===== src/rtl/write_order_scheduler.sv =====
// Write-path scheduler: per-slave AW arbitration, AW-ordered W routing, B return.
// Define WOS_FIXED_PRIO_EN for lowest-index-wins arbiters instead of round-robin.
module write_order_scheduler #(
    parameter int M = 2,
    parameter int S = 2,
    parameter int ADDR_WIDTH = 32,
    parameter int ID_WIDTH = 4,
    parameter int NUM_OUTSTANDING_TRANS = 2
) (
    input  logic                              clk,
    input  logic                              clr,
    input  logic [M-1:0]                      AW_valid_f,
    input  logic [M*ADDR_WIDTH-1:0]           AW_addr_f,
    input  logic [S-1:0]                      AW_ready_s,
    output logic [M-1:0]                      AW_grant_f,
    output logic [M*$clog2(S)-1:0]            AW_sel_f,
    input  logic [M-1:0]                      W_valid_f,
    input  logic [M-1:0]                      W_last_f,
    input  logic [S-1:0]                      W_ready_s,
    output logic [M-1:0]                      W_grant_f,
    output logic [M*$clog2(S)-1:0]            W_sel_f,
    input  logic [S-1:0]                      B_valid_s,
    input  logic [S*(ID_WIDTH+$clog2(M))-1:0] B_id_s,
    input  logic [M-1:0]                      B_ready_f,
    output logic [S-1:0]                      B_grant_f,
    output logic [S*$clog2(M)-1:0]            B_sel_f,
    output logic [M-1:0]                      outstanding_full
);
    localparam int SW = $clog2(S);
    localparam int MW = $clog2(M);
    localparam int D  = NUM_OUTSTANDING_TRANS;
    localparam int DW = $clog2(D);
    localparam int BW = ID_WIDTH + MW;
    localparam logic [DW:0] DFULL = (DW+1)'(D);

    typedef enum logic {IDLE, GRANT} arb_st_t;

    arb_st_t       aw_st    [S];
    arb_st_t       aw_st_d  [S];
    logic [MW-1:0] aw_own   [S];
    logic [MW-1:0] aw_own_d [S];
    arb_st_t       b_st     [M];
    arb_st_t       b_st_d   [M];
    logic [SW-1:0] b_own    [M];
    logic [SW-1:0] b_own_d  [M];
`ifndef WOS_FIXED_PRIO_EN
    logic [MW-1:0] aw_rr    [S];
    logic [SW-1:0] b_rr     [M];
`endif

    logic [MW-1:0] sf_mem [S][D];
    logic [DW-1:0] sf_rp  [S];
    logic [DW-1:0] sf_wp  [S];
    logic [DW:0]   sf_cnt [S];
    logic [SW-1:0] mf_mem [M][D];
    logic [DW-1:0] mf_rp  [M];
    logic [DW-1:0] mf_wp  [M];
    logic [DW:0]   mf_cnt [M];
    logic [DW:0]   oc     [M];

    logic [SW-1:0] dec       [M];
    logic [SW-1:0] mf_push_s [M];
    logic [M-1:0]  m_busy;
    logic [M-1:0]  mf_push;
    logic [M-1:0]  mf_pop;
    logic [M-1:0]  b_hs;
    logic [S-1:0]  aw_hs;
    logic [S-1:0]  sf_pop;
    logic          unused_bits;

    assign unused_bits = ^{AW_addr_f, B_id_s};

    always_comb begin
        m_busy     = '0;
        aw_hs      = '0;
        mf_push    = '0;
        AW_grant_f = '0;
        AW_sel_f   = '0;
        for (int m = 0; m < M; m++) begin
            dec[m]       = AW_addr_f[m*ADDR_WIDTH+ADDR_WIDTH-1 -: SW];
            mf_push_s[m] = '0;
        end
        for (int s = 0; s < S; s++) begin
            if (aw_st[s] == GRANT) begin
                m_busy[aw_own[s]]            = 1'b1;
                AW_grant_f[aw_own[s]]        = 1'b1;
                AW_sel_f[aw_own[s]*SW +: SW] = SW'(s);
                if (AW_valid_f[aw_own[s]] && AW_ready_s[s]) begin
                    aw_hs[s]             = 1'b1;
                    mf_push[aw_own[s]]   = 1'b1;
                    mf_push_s[aw_own[s]] = SW'(s);
                end
            end
        end
    end

    always_comb begin
        logic [M-1:0] cand;
        int           idx;
        logic         found;
        cand  = '0;
        idx   = 0;
        found = 1'b0;
        for (int s = 0; s < S; s++) begin
            aw_st_d[s]  = aw_st[s];
            aw_own_d[s] = aw_own[s];
            found       = 1'b0;
            for (int m = 0; m < M; m++)
                cand[m] = AW_valid_f[m] && (dec[m] == SW'(s)) &&
                          !m_busy[m] && (oc[m] < DFULL) &&
                          (mf_cnt[m] != DFULL) && (sf_cnt[s] != DFULL);
            unique case (aw_st[s])
                IDLE: begin
                    for (int i = 0; i < M; i++) begin
`ifdef WOS_FIXED_PRIO_EN
                        idx = i;
`else
                        idx = (int'(aw_rr[s]) + 1 + i) % M;
`endif
                        if (!found && cand[idx]) begin
                            found       = 1'b1;
                            aw_st_d[s]  = GRANT;
                            aw_own_d[s] = MW'(idx);
                        end
                    end
                end
                GRANT: if (aw_hs[s]) aw_st_d[s] = IDLE;
                default: ;
            endcase
        end
    end

    // A master drives W only when both order FIFOs agree on the pairing.
    always_comb begin
        logic [SW-1:0] hd;
        hd        = '0;
        W_grant_f = '0;
        W_sel_f   = '0;
        mf_pop    = '0;
        sf_pop    = '0;
        for (int m = 0; m < M; m++) begin
            hd = mf_mem[m][mf_rp[m]];
            if ((mf_cnt[m] != '0) && (sf_cnt[hd] != '0) &&
                (sf_mem[hd][sf_rp[hd]] == MW'(m))) begin
                W_grant_f[m]        = 1'b1;
                W_sel_f[m*SW +: SW] = hd;
                if (W_valid_f[m] && W_ready_s[hd] && W_last_f[m]) begin
                    mf_pop[m]  = 1'b1;
                    sf_pop[hd] = 1'b1;
                end
            end
        end
    end

    always_comb begin
        logic [S-1:0] cand;
        int           idx;
        logic         found;
        cand      = '0;
        idx       = 0;
        found     = 1'b0;
        b_hs      = '0;
        B_grant_f = '0;
        B_sel_f   = '0;
        for (int m = 0; m < M; m++) begin
            b_st_d[m]  = b_st[m];
            b_own_d[m] = b_own[m];
            found      = 1'b0;
            for (int s = 0; s < S; s++)
                cand[s] = B_valid_s[s] &&
                          (B_id_s[s*BW+BW-1 -: MW] == MW'(m));
            unique case (b_st[m])
                IDLE: begin
                    for (int i = 0; i < S; i++) begin
`ifdef WOS_FIXED_PRIO_EN
                        idx = i;
`else
                        idx = (int'(b_rr[m]) + 1 + i) % S;
`endif
                        if (!found && cand[idx]) begin
                            found      = 1'b1;
                            b_st_d[m]  = GRANT;
                            b_own_d[m] = SW'(idx);
                        end
                    end
                end
                GRANT: begin
                    B_grant_f[b_own[m]]         = 1'b1;
                    B_sel_f[b_own[m]*MW +: MW] = MW'(m);
                    if (B_valid_s[b_own[m]] && B_ready_f[m]) begin
                        b_hs[m]   = 1'b1;
                        b_st_d[m] = IDLE;
                    end
                end
                default: ;
            endcase
        end
    end

    always_comb
        for (int m = 0; m < M; m++)
            outstanding_full[m] = (oc[m] == DFULL);

    always_ff @(posedge clk) begin
        for (int s = 0; s < S; s++)
            if (aw_hs[s]) sf_mem[s][sf_wp[s]] <= aw_own[s];
        for (int m = 0; m < M; m++)
            if (mf_push[m]) mf_mem[m][mf_wp[m]] <= mf_push_s[m];
    end

    always_ff @(posedge clk or negedge clr) begin
        if (!clr) begin
            for (int s = 0; s < S; s++) begin
                aw_st[s]  <= IDLE;
                aw_own[s] <= '0;
                sf_rp[s]  <= '0;
                sf_wp[s]  <= '0;
                sf_cnt[s] <= '0;
`ifndef WOS_FIXED_PRIO_EN
                aw_rr[s]  <= MW'(M-1);
`endif
            end
            for (int m = 0; m < M; m++) begin
                b_st[m]   <= IDLE;
                b_own[m]  <= '0;
                mf_rp[m]  <= '0;
                mf_wp[m]  <= '0;
                mf_cnt[m] <= '0;
                oc[m]     <= '0;
`ifndef WOS_FIXED_PRIO_EN
                b_rr[m]   <= SW'(S-1);
`endif
            end
        end else begin
            for (int s = 0; s < S; s++) begin
                aw_st[s]  <= aw_st_d[s];
                aw_own[s] <= aw_own_d[s];
                if (aw_hs[s]) sf_wp[s] <= sf_wp[s] + 1'b1;
                if (sf_pop[s]) sf_rp[s] <= sf_rp[s] + 1'b1;
                sf_cnt[s] <= sf_cnt[s] + (DW+1)'(aw_hs[s])
                                       - (DW+1)'(sf_pop[s]);
`ifndef WOS_FIXED_PRIO_EN
                if (aw_hs[s]) aw_rr[s] <= aw_own[s];
`endif
            end
            for (int m = 0; m < M; m++) begin
                b_st[m]  <= b_st_d[m];
                b_own[m] <= b_own_d[m];
                if (mf_push[m]) mf_wp[m] <= mf_wp[m] + 1'b1;
                if (mf_pop[m]) mf_rp[m] <= mf_rp[m] + 1'b1;
                mf_cnt[m] <= mf_cnt[m] + (DW+1)'(mf_push[m])
                                       - (DW+1)'(mf_pop[m]);
                oc[m] <= oc[m] + (DW+1)'(mf_push[m])
                               - (DW+1)'(b_hs[m] && (oc[m] != '0));
`ifndef WOS_FIXED_PRIO_EN
                if (b_hs[m]) b_rr[m] <= b_own[m];
`endif
            end
        end
    end
endmodule


===== config.mk =====
export PLATFORM = sky130hd
export DESIGN_NAME = write_order_scheduler
export DESIGN_NICKNAME = d
export VERILOG_FILES = /design/src/rtl/write_order_scheduler.sv
export SDC_FILE = /design/constraint.sdc
export NUM_CORES = 1
export LEC_CHECK = 0
export CORE_UTILIZATION = 35
export CTS_CLUSTER_SIZE = 40
export DETAILED_ROUTE_END_ITERATION = 12
export PLACE_DENSITY = 0.7
export SLEW_MARGIN = 20
export SYNTH_ARGS = -nofsm -noshare
export SYNTH_HDL_FRONTEND = slang
export SYNTH_SLANG_ARGS = --single-unit

===== constraint.sdc =====
create_clock -name clk -period 6.77 [get_ports clk]
set_clock_uncertainty 0.1 [all_clocks]
set_input_delay 1.354 -clock clk [delete_from_list [all_inputs] [get_ports clk]]
set_output_delay 1.354 -clock clk [all_outputs]
set_load 0.01 [all_outputs]

# [After elaboration in Yosys (flattened, before gate mapping)]
# Memory sizes are Yosys's and may differ from the RTL's.
# Index checks and enable logic that the tools add are counted.
[totals] register_bits=32 latch_bits=0 mem_bits_rw=8 romBits=0 output_inout_bits=14 elab_cells=373 mem_count=2
[memory_table] name="mf_mem" words=2 width=2 read_ports=2 rd_clocked_by_memory_dff=0 write_ports=2 line="55" text="logic [SW-1:0] mf_mem [M][D];"
[memory_table] name="sf_mem" words=2 width=2 read_ports=2 rd_clocked_by_memory_dff=0 write_ports=2 line="51" text="logic [MW-1:0] sf_mem [S][D];"
[classes] add_sub_neg=32 multipliers=0 div_mod_pow=0 order_cmp=38 eq_ne=6 n_shift=8 muxes=154 bitwise_logic=34 n_reduce_logical=73
[ops] op="negation 1 -> 34 bit" n=4
[ops] op="variable shift 1 x 34 -> 2 bit (first input constant)" n=4
[ops] op="variable part select 1 x 34 -> 2 bit (first input constant)" n=4
[ops] op="two-way mux 1 bit" n=109
[ops] op="two-way mux 2 bit" n=28
[ops] op="logical AND 1 bit" n=53
[ops] op="less-than comparator 2 x 3 -> 1 bit (second input constant)" n=8
[ops] op="greater-or-equal comparator 2 bit (second input constant)" n=11
[ops] op="NOT 1 -> 2 bit" n=11
[ops] op="nonzero test 2 bit" n=10
[ops] op="adder 1 bit (second input constant)" n=16
[ops] op="adder 2 x 1 -> 2 bit" n=6
[ops] op="less-than comparator 1 x 2 -> 1 bit (second input constant)" n=6
[ops] op="subtractor 2 x 1 -> 2 bit" n=6
[ops] op="demux 1 bit (select 1 bit)" n=11
[ops] op="less-than comparator 2 x 1 -> 1 bit (second input constant)" n=5
[ops] op="NOT 1 bit" n=9
[ops] op="AND 1 bit (first input constant)" n=8
[ops] op="inequality test 2 bit (second input constant)" n=4
[ops] op="bitwise OR 2 bit" n=4
[ops] op="one-hot mux 1 bit (2 select lines)" n=4
[ops] op="AND reduction 2 bit" n=4
[ops] op="greater-or-equal comparator 1 bit (second input constant)" n=6
[ops] op="zero test 1 bit" n=6
[ops] op="4 further kinds" n=8

# [Logic depth before layout (Yosys ltp)]
[depth] depth_word=21 ltp_mapped=9

# [Worst setup path before layout]
# Ideal clock, no wire load.
[synth_timing] path_type="input to register" start="input port W_ready_s[1]" end="register mf_cnt[1] in the netlist's numbering" setup_time_ns=0.080 t_arrival_ns=2.767 required_time_ns=6.590 slack_ns=3.823 path_stages=8 path_buffers=0 cell_sequence="o21ai_0 -> or3_1 -> a211oi_1 -> ha_1 -> inv_1 -> ha_1 -> xnor2_1 -> xnor2_1"
[synth_between] elab_chain_cells=7
[synth_rtl] item="start: declaration" line="19" text="input logic [S-1:0] W_ready_s,"
[synth_rtl] item="two-way mux 1 bit (not written as such) (2 in series)" line="147" text="if (W_valid_f[m] && W_ready_s[hd] && W_last_f[m]) begin"
[synth_rtl] item="logical AND 1 bit (2 in series)" line="147"
[synth_rtl] item="two-way mux 1 bit" line="147"
[synth_rtl] item="two-way mux 1 bit" line="143" text="if ((mf_cnt[m] != '0) && (sf_cnt[hd] != '0) &&"
[synth_rtl] item="via mf_pop[1]" line="65" text="logic [M-1:0] mf_pop;"
[synth_rtl] item="subtractor 2 x 1 -> 2 bit" line="252" text="- (DW+1)'(mf_pop[m]);"
[synth_rtl] item="end signal: indexed assignment" line="251" text="mf_cnt[m] <= mf_cnt[m] + (DW+1)'(mf_push[m])"
[synth_rtl] item="end: declaration" line="58" text="logic [DW:0] mf_cnt [M];"
# The timed path passes the listed nets, and every way through them passes these cells. The select of a mux whose other input is x is not followed.
# A chain may end at the register's enable or synchronous reset.

# [Worst setup path in the final report]
[layout_timing] start="register sf_rp[0] in the netlist's numbering" end="output port W_grant_f[0]"
[layout_between] elab_chain_cells=10
[layout_rtl] item="start: declaration" line="52" text="logic [DW-1:0] sf_rp [S];"
[layout_rtl] item="start signal: indexed assignment" line="239" text="if (sf_pop[s]) sf_rp[s] <= sf_rp[s] + 1'b1;"
[layout_rtl] item="two-way mux 1 bit (not written as such) (3 in series)" line="144" text="(sf_mem[hd][sf_rp[hd]] == MW'(m))) begin"
[layout_rtl] item="NOT 1 -> 2 bit (not written as such)" line="144"
[layout_rtl] item="two-way mux 1 bit (not written as such) (3 in series)" line="144"
[layout_rtl] item="NOT 1 bit" line="144"
[layout_rtl] item="logical AND 1 bit" line="143"
[layout_rtl] item="two-way mux 1 bit" line="143"
[layout_rtl] item="end: declaration" line="20" text="output logic [M-1:0] W_grant_f,"
# No other way between the ends. The select of a mux whose other input is x is not followed.

==> qor.yml <==
placement:
  pre_cts_ws_ps: 3060
  hpwl_mm: 3.23
  port_buffers: 33
  place.gp.congestion: 0.815
die:
  die-area_um2: 6600
  ios: 104
  initial_core_util_pct: 36.7
  rows: 28
  design.core.area_um2: 5990
  die_y_um: 81.3
  dieWidth_um: 81.3
clock_tree:
  clk_pin_slew_worst_paths_ps: 80
  postCtsSetupRepairBufs: 0
  cts-resized-gates: 0
  root_buffer: "clkbuf_8"
  numCtsBuffers: 5
  cts_buffer_depth: 2
  clkLatencyLatePin_ps: 300
  hold_buffers: 0
  cts.sinks: 40
  cts_tree: "yes"
  h-tree-depth: 2
timing:
  tightest_slew_ps: 637
  tns_ps: 0
  timing.fmax_mhz: 278
  slew_headroom_pct: 57.0
  whs_ps: 390
  layout_min_cycle_time_ps: 3600
  rsz0062_at_grt: "no"
  fin_crit_sh_pct: 53.1
  setup_ws_ps: 3170
  finalMaxSlewViolations: 0
  hold_viol: 0
  setup_viol: 0
setup_path:
  reg2reg_setup_slack_ps: 4300
  path_max_fanout: 3
  cp-start-kind: "register"
  required_ps: 5320
  critPathKind: "register to output port"
  cp-end-kind: "output port"
  arrival_ps: 2140
pwr:
  p_clk_share_pct: 18.0
  p_switching_mw: 0.394
  switching_share_pct: 35.9
  power_density_nw_per_um2: 403
  leakage_nw: 1.17
  ir_worst_vdd_mv: 0.166
  pwr-share-comb_pct: 39.4
  internal_power_mw: 0.702
  power_frac_seq_pct: 42.6
  finalPower_mw: 1.10
drt:
  antenna_left: 0
  drc_errors: 0
  wl_met2_mm: 1.87
  drtPass1Iterations: 4
  post_drt_wl_per_cell_um: 13.2
  routed.top_layer: "met4"
  wl_met3_um: 274
  dr_total_vias: 1639
  routed_wirelength_mm: 4.26
  vias_per_cell: 5.09
  drtIter0Drc: 35
  met1Wirelength_mm: 2.04
layout:
  area_growth_syn_to_layout_pct: 23.8
  diodes: 0
  fill_cells: 565
  drive_gt1_share_pct: 8.91
  nets: 348
global_route:
  grt_overflow_total: 0
  grt_pass1_wl_mm: 6.98
  grt_max_degree: 33
  grtUsageTotal_pct: 14.4
  first_global_vias: 1567
  grt_antenna_before_repair: 0
logic_synthesis:
  avgSynthCellArea_um2: 10.6
  ys_top_cells_by_count: "28 x dfrtp_1, 21 x nor2_1, 16 x inv_1, 16 x xnor2_1, 12 x ha_1"
  synth-async-reset-ratio_pct: 80.0
  synthDistinctLibCells: 44
  yosys.cell_count.top_type: "dfrtp_1"
  synth_top_cell_by_area: "dfrtp_1"
  ys_seq_area_share_pct: 47.6
  synth_nets: 310
  synth-edff-count: 8
  synth-seq-cells: 40
  synthCells: 208
  netlist_top_cells_area: "dfrtp_1 32%, edfxtp_1 11%, ha_1 6.8%"
  ys_warn_count: 0
  synth_top_area_share_pct: 31.9
  synth_flop_cell: "dfrtp_1"
  syn-cell-area_um2: 2200
worst_hold_path:
  hp-class: "register to register"
outcome:
  status: "finished clean"
job:
  maxCapViolCount: 0
## path summary, 6_finish.rpt
path | startpoint | to | cells after the start
min reg2reg | mf_rp[1] | mf_rp[1] | 1
max in group asynchronous | clr | b_rr[0] | 2
min in group asynchronous | clr | sf_cnt[1] | 2
max reg2reg | aw_own[0] | mf_cnt[1] | 8
min | mf_rp[1] | mf_rp[1] | 1
max | sf_rp[0] | W_grant_f[0] | 4
## cell families after synthesis
logic type | Yosys count | synth area share, %
simple gates | 65 | 15.9
compound gates | 40 | 12.3
flops | 40 | 47.6
xor+xnor | 20 | 7.97
buf+inv | 19 | 3.64
fa+ha+maj | 12 | 6.83
mux | 12 | 5.75
## registers in the layout, summed over array words and instances, names as in the netlist
register	cells
mf_cnt	4
sf_mem	4
aw_rr	2
sf_cnt	4
b_own	2
mf_wp	2
mf_mem	4
sf_wp	2
aw_st	2
b_rr	2
oc	4
sf_rp	2
b_st	2
aw_own	2
mf_rp	2
## cell usage in the layout, fill, tap and decap left out, types with 4 or more instances in the layout
master           instances
nand2b_1                 4
a21oi_1                 11
nor2_1                  21
nor2b_1                  7
or3_1                    4
ha_1                    12
clkbuf_8                 5
dfrtp_1                 28
o21a_1                   4
inv_1                   16
xor2_1                   4
xnor2_1                 16
nand2_1                  7
dfstp_2                  4
clkdlybuf4s50_1         33
nand3_1                  7
edfxtp_1                 8
mux2i_1                  7
mux2_2                   5
## area by class of cell
class / instances / area [um2] / share of cell area (%)
tap: 75 / 93.8 / 3.45
sequential: 40 / 1050 / 38.4
multi-input combinational: 149 / 1070 / 39.4
clock buffer: 5 / 68.8 / 2.53
inverter: 16 / 60.1 / 2.21
clock inverter: 3 / 42.5 / 1.56
timing repair buffer: 34 / 338 / 12.4
## power by group through the flow
stage | Clock (mW) | Sequential (mW) | Combinational (mW)
after floorplan | 0 | 0.434 | 0.310
after global placement | 0 | 0.468 | 0.423
after detailed placement | 0 | 0.474 | 0.433
after CTS | 0.202 | 0.468 | 0.437
after global routing | 0.211 | 0.485 | 0.484
final | 0.197 | 0.468 | 0.431
## critical path, stage by stage, from the launching register on
cell and delay, ps:
dfrtp_1 410, mux2_2 370, or3_1 370, a21oi_1 150
clkdlybuf4s50_1 540
## stage by stage
stage          cell area (um2)  util (%)  instances
3_5_place_dp              2610      43.6        314
2_1_floorplan             2200         -        208
4_1_cts                   2720      45.4        322
5_1_grt                   2720      45.4        322
3_3_place_gp              2610      43.6        314
6_report                  2720      45.4        322
## metal layers
metal	vias up	GRT usage (%)
met5	-	0
met3	7	4.27
met1	770	17.8
met4	0	7.32
met2	45	22.7
li1	817	-
(Power assumes the default switching activity.)
==> patch: new RTL, same settings <==
Build with the macro `WOS_FIXED_PRIO_EN` defined.
--- a/src/rtl/write_order_scheduler.sv
+++ b/src/rtl/write_order_scheduler.sv
@@ -1,5 +1,7 @@
 // Write-path scheduler: per-slave AW arbitration, AW-ordered W routing, B return.
 // Define WOS_FIXED_PRIO_EN for lowest-index-wins arbiters instead of round-robin.
+`define WOS_FIXED_PRIO_EN
+
 module write_order_scheduler #(
     parameter int M = 2,
     parameter int S = 2,
Check against the original RTL: not equivalent (a bounded check fails within 4 cycles, from zero or initial values).
==> patch against the unedited design <==
Synthesized area is 9.9% lower; first-iteration DRC count is 60% higher; design area is 8.5% lower; core utilization is 0.070 points higher; non-clock buffer count stayed put; final cell count is 8.7% lower; sequential cell count is 4 lower; setup slack better by 0.012 ns; critical path depth stayed put; register-to-register slack better by 0.20 ns; power is 5.4% lower; wire length is 7.7% lower; global-route usage is 0.26 points higher; critical path type unchanged; largest power group is now combinational logic.
==> patch: results (changes against the unedited design) <==
Worst setup path
  – Max Fanout on Critical Path: 5 (+2)
  – R2r setup slk: 4.50 ns (+0.20 ns)

Logic synthesis
  – Mux contribution to synthesized area: 3.980% (-1.8 points)
  – Post-synthesis xor/xnor area fraction: 8.781% (+0.81 points)
  – Most instantiated cells after synthesis: dfrtp_1 (28), inv_1 (19), nor2_1 (15)
  – Top post-synthesis cells by area: dfrtp_1 (35%), edfxtp_1 (12%), ha_1 (7.6%)
  – Synth Area per Inst: 11.00 µm² (+4.1%)
  – Synth unique cells: 46 (+4.5%)
  – Post-Synth Adder-Cell Area: 7.581% (+0.75 points)
  – Register area share after synthesis: 47.50% (-0.076 points)
  – Complex-gate fraction of the synthesized area: 12.00% (-0.29 points)

Route
  – Routed vias/inst: 4.915 (-3.4%)
  – Total length of routed wires: 3929 µm (-7.7%)
  – Met2 wire length: 1810 µm (-3.2%)
  – 1st-iter DRT viols: 56 (+60%)
  – Metal1 wirelength: 1828 µm (-10%)
  – WL met3: 224 µm (-18%)

Final layout
  – Share of cells above drive strength 1: 9.459% (+0.55 points)
  – Total Nets Final: 323 (-7.2%)
  – Fin cells: 294 (-8.7%)

Worst hold path
  – Worst hold path depth: 1 (unchanged)

Place
  – Pre-CTS setup slack: 3.269 ns (+0.2119 ns)
  – Hpwl dp: 3037 µm (-6.0%)

Pwr
  – P_leak: 1.070 nW (-8.3%)
  – P_comb: 0.000463 W (+7.4%)
  – Sw Pwr: 0.0003872 W (-1.8%)
  – VDD IR max: 0.1851 mV (+11%)
  – Clk. pwr: 0.000145 W (-26%)

Status
  – Outcome: finished clean

Global route
  – First-pass GRT wire length: 6651 µm (-4.7%)
  – Pin count of the biggest net entering global routing: 29 (-12%)
  – Vias in the first global route: 1424 (-9.1%)
  – Total track usage: 14.67% (+0.26 points)

CTS
  – Clock latency on the worst-skew pair: 0.28 ns (-0.02 ns)

STA
  – Worst slew pin tran: 0.4593 ns (-0.1773 ns)
  – Final Critical Period: 3.586 ns (-0.01167 ns)
  – Hold Worst Slack: 0.3936 ns (+0.003483 ns)
[patch: cell types whose count changed after synthesis, moves of 3 or more]
cell / unedited run / this run
a21oi_1: 11 / 5
nand3_1: 7 / 1
nor2_1: 21 / 15
mux2_2: 5 / 0
dfstp_2: 4 / 0
o22ai_1: 2 / 6
inv_1: 16 / 19
nor3_1: 0 / 3
o22a_1: 0 / 3
[patch: worst register-to-register path, cell delays in order, from the launching register on]
cell and delay (ns):
dfrtp_1 0.41, mux2i_1 0.46, nor4_2 0.12, a22o_4 0.28, ha_1 0.27, inv_1 0.04
ha_1 0.18, xnor2_1 0.17, xnor2_1 0.15
[patch: routing by layer]
metal	vias to the layer above	track usage [%]
li1	714	-
met3	8	4.405
met4	0	6.226
met2	37	23.36
met1	686	18.35
met5	-	0
[patch: cell type report]
class	count	area, µm²
clock buffer	7	76.32
clock inverter	1	5.005
fill	541	2983
inverter	19	71.32
multi-input combinational	125	968.4
sequential	36	940.9
tap	72	90.09
timing repair buffer	34	337.8
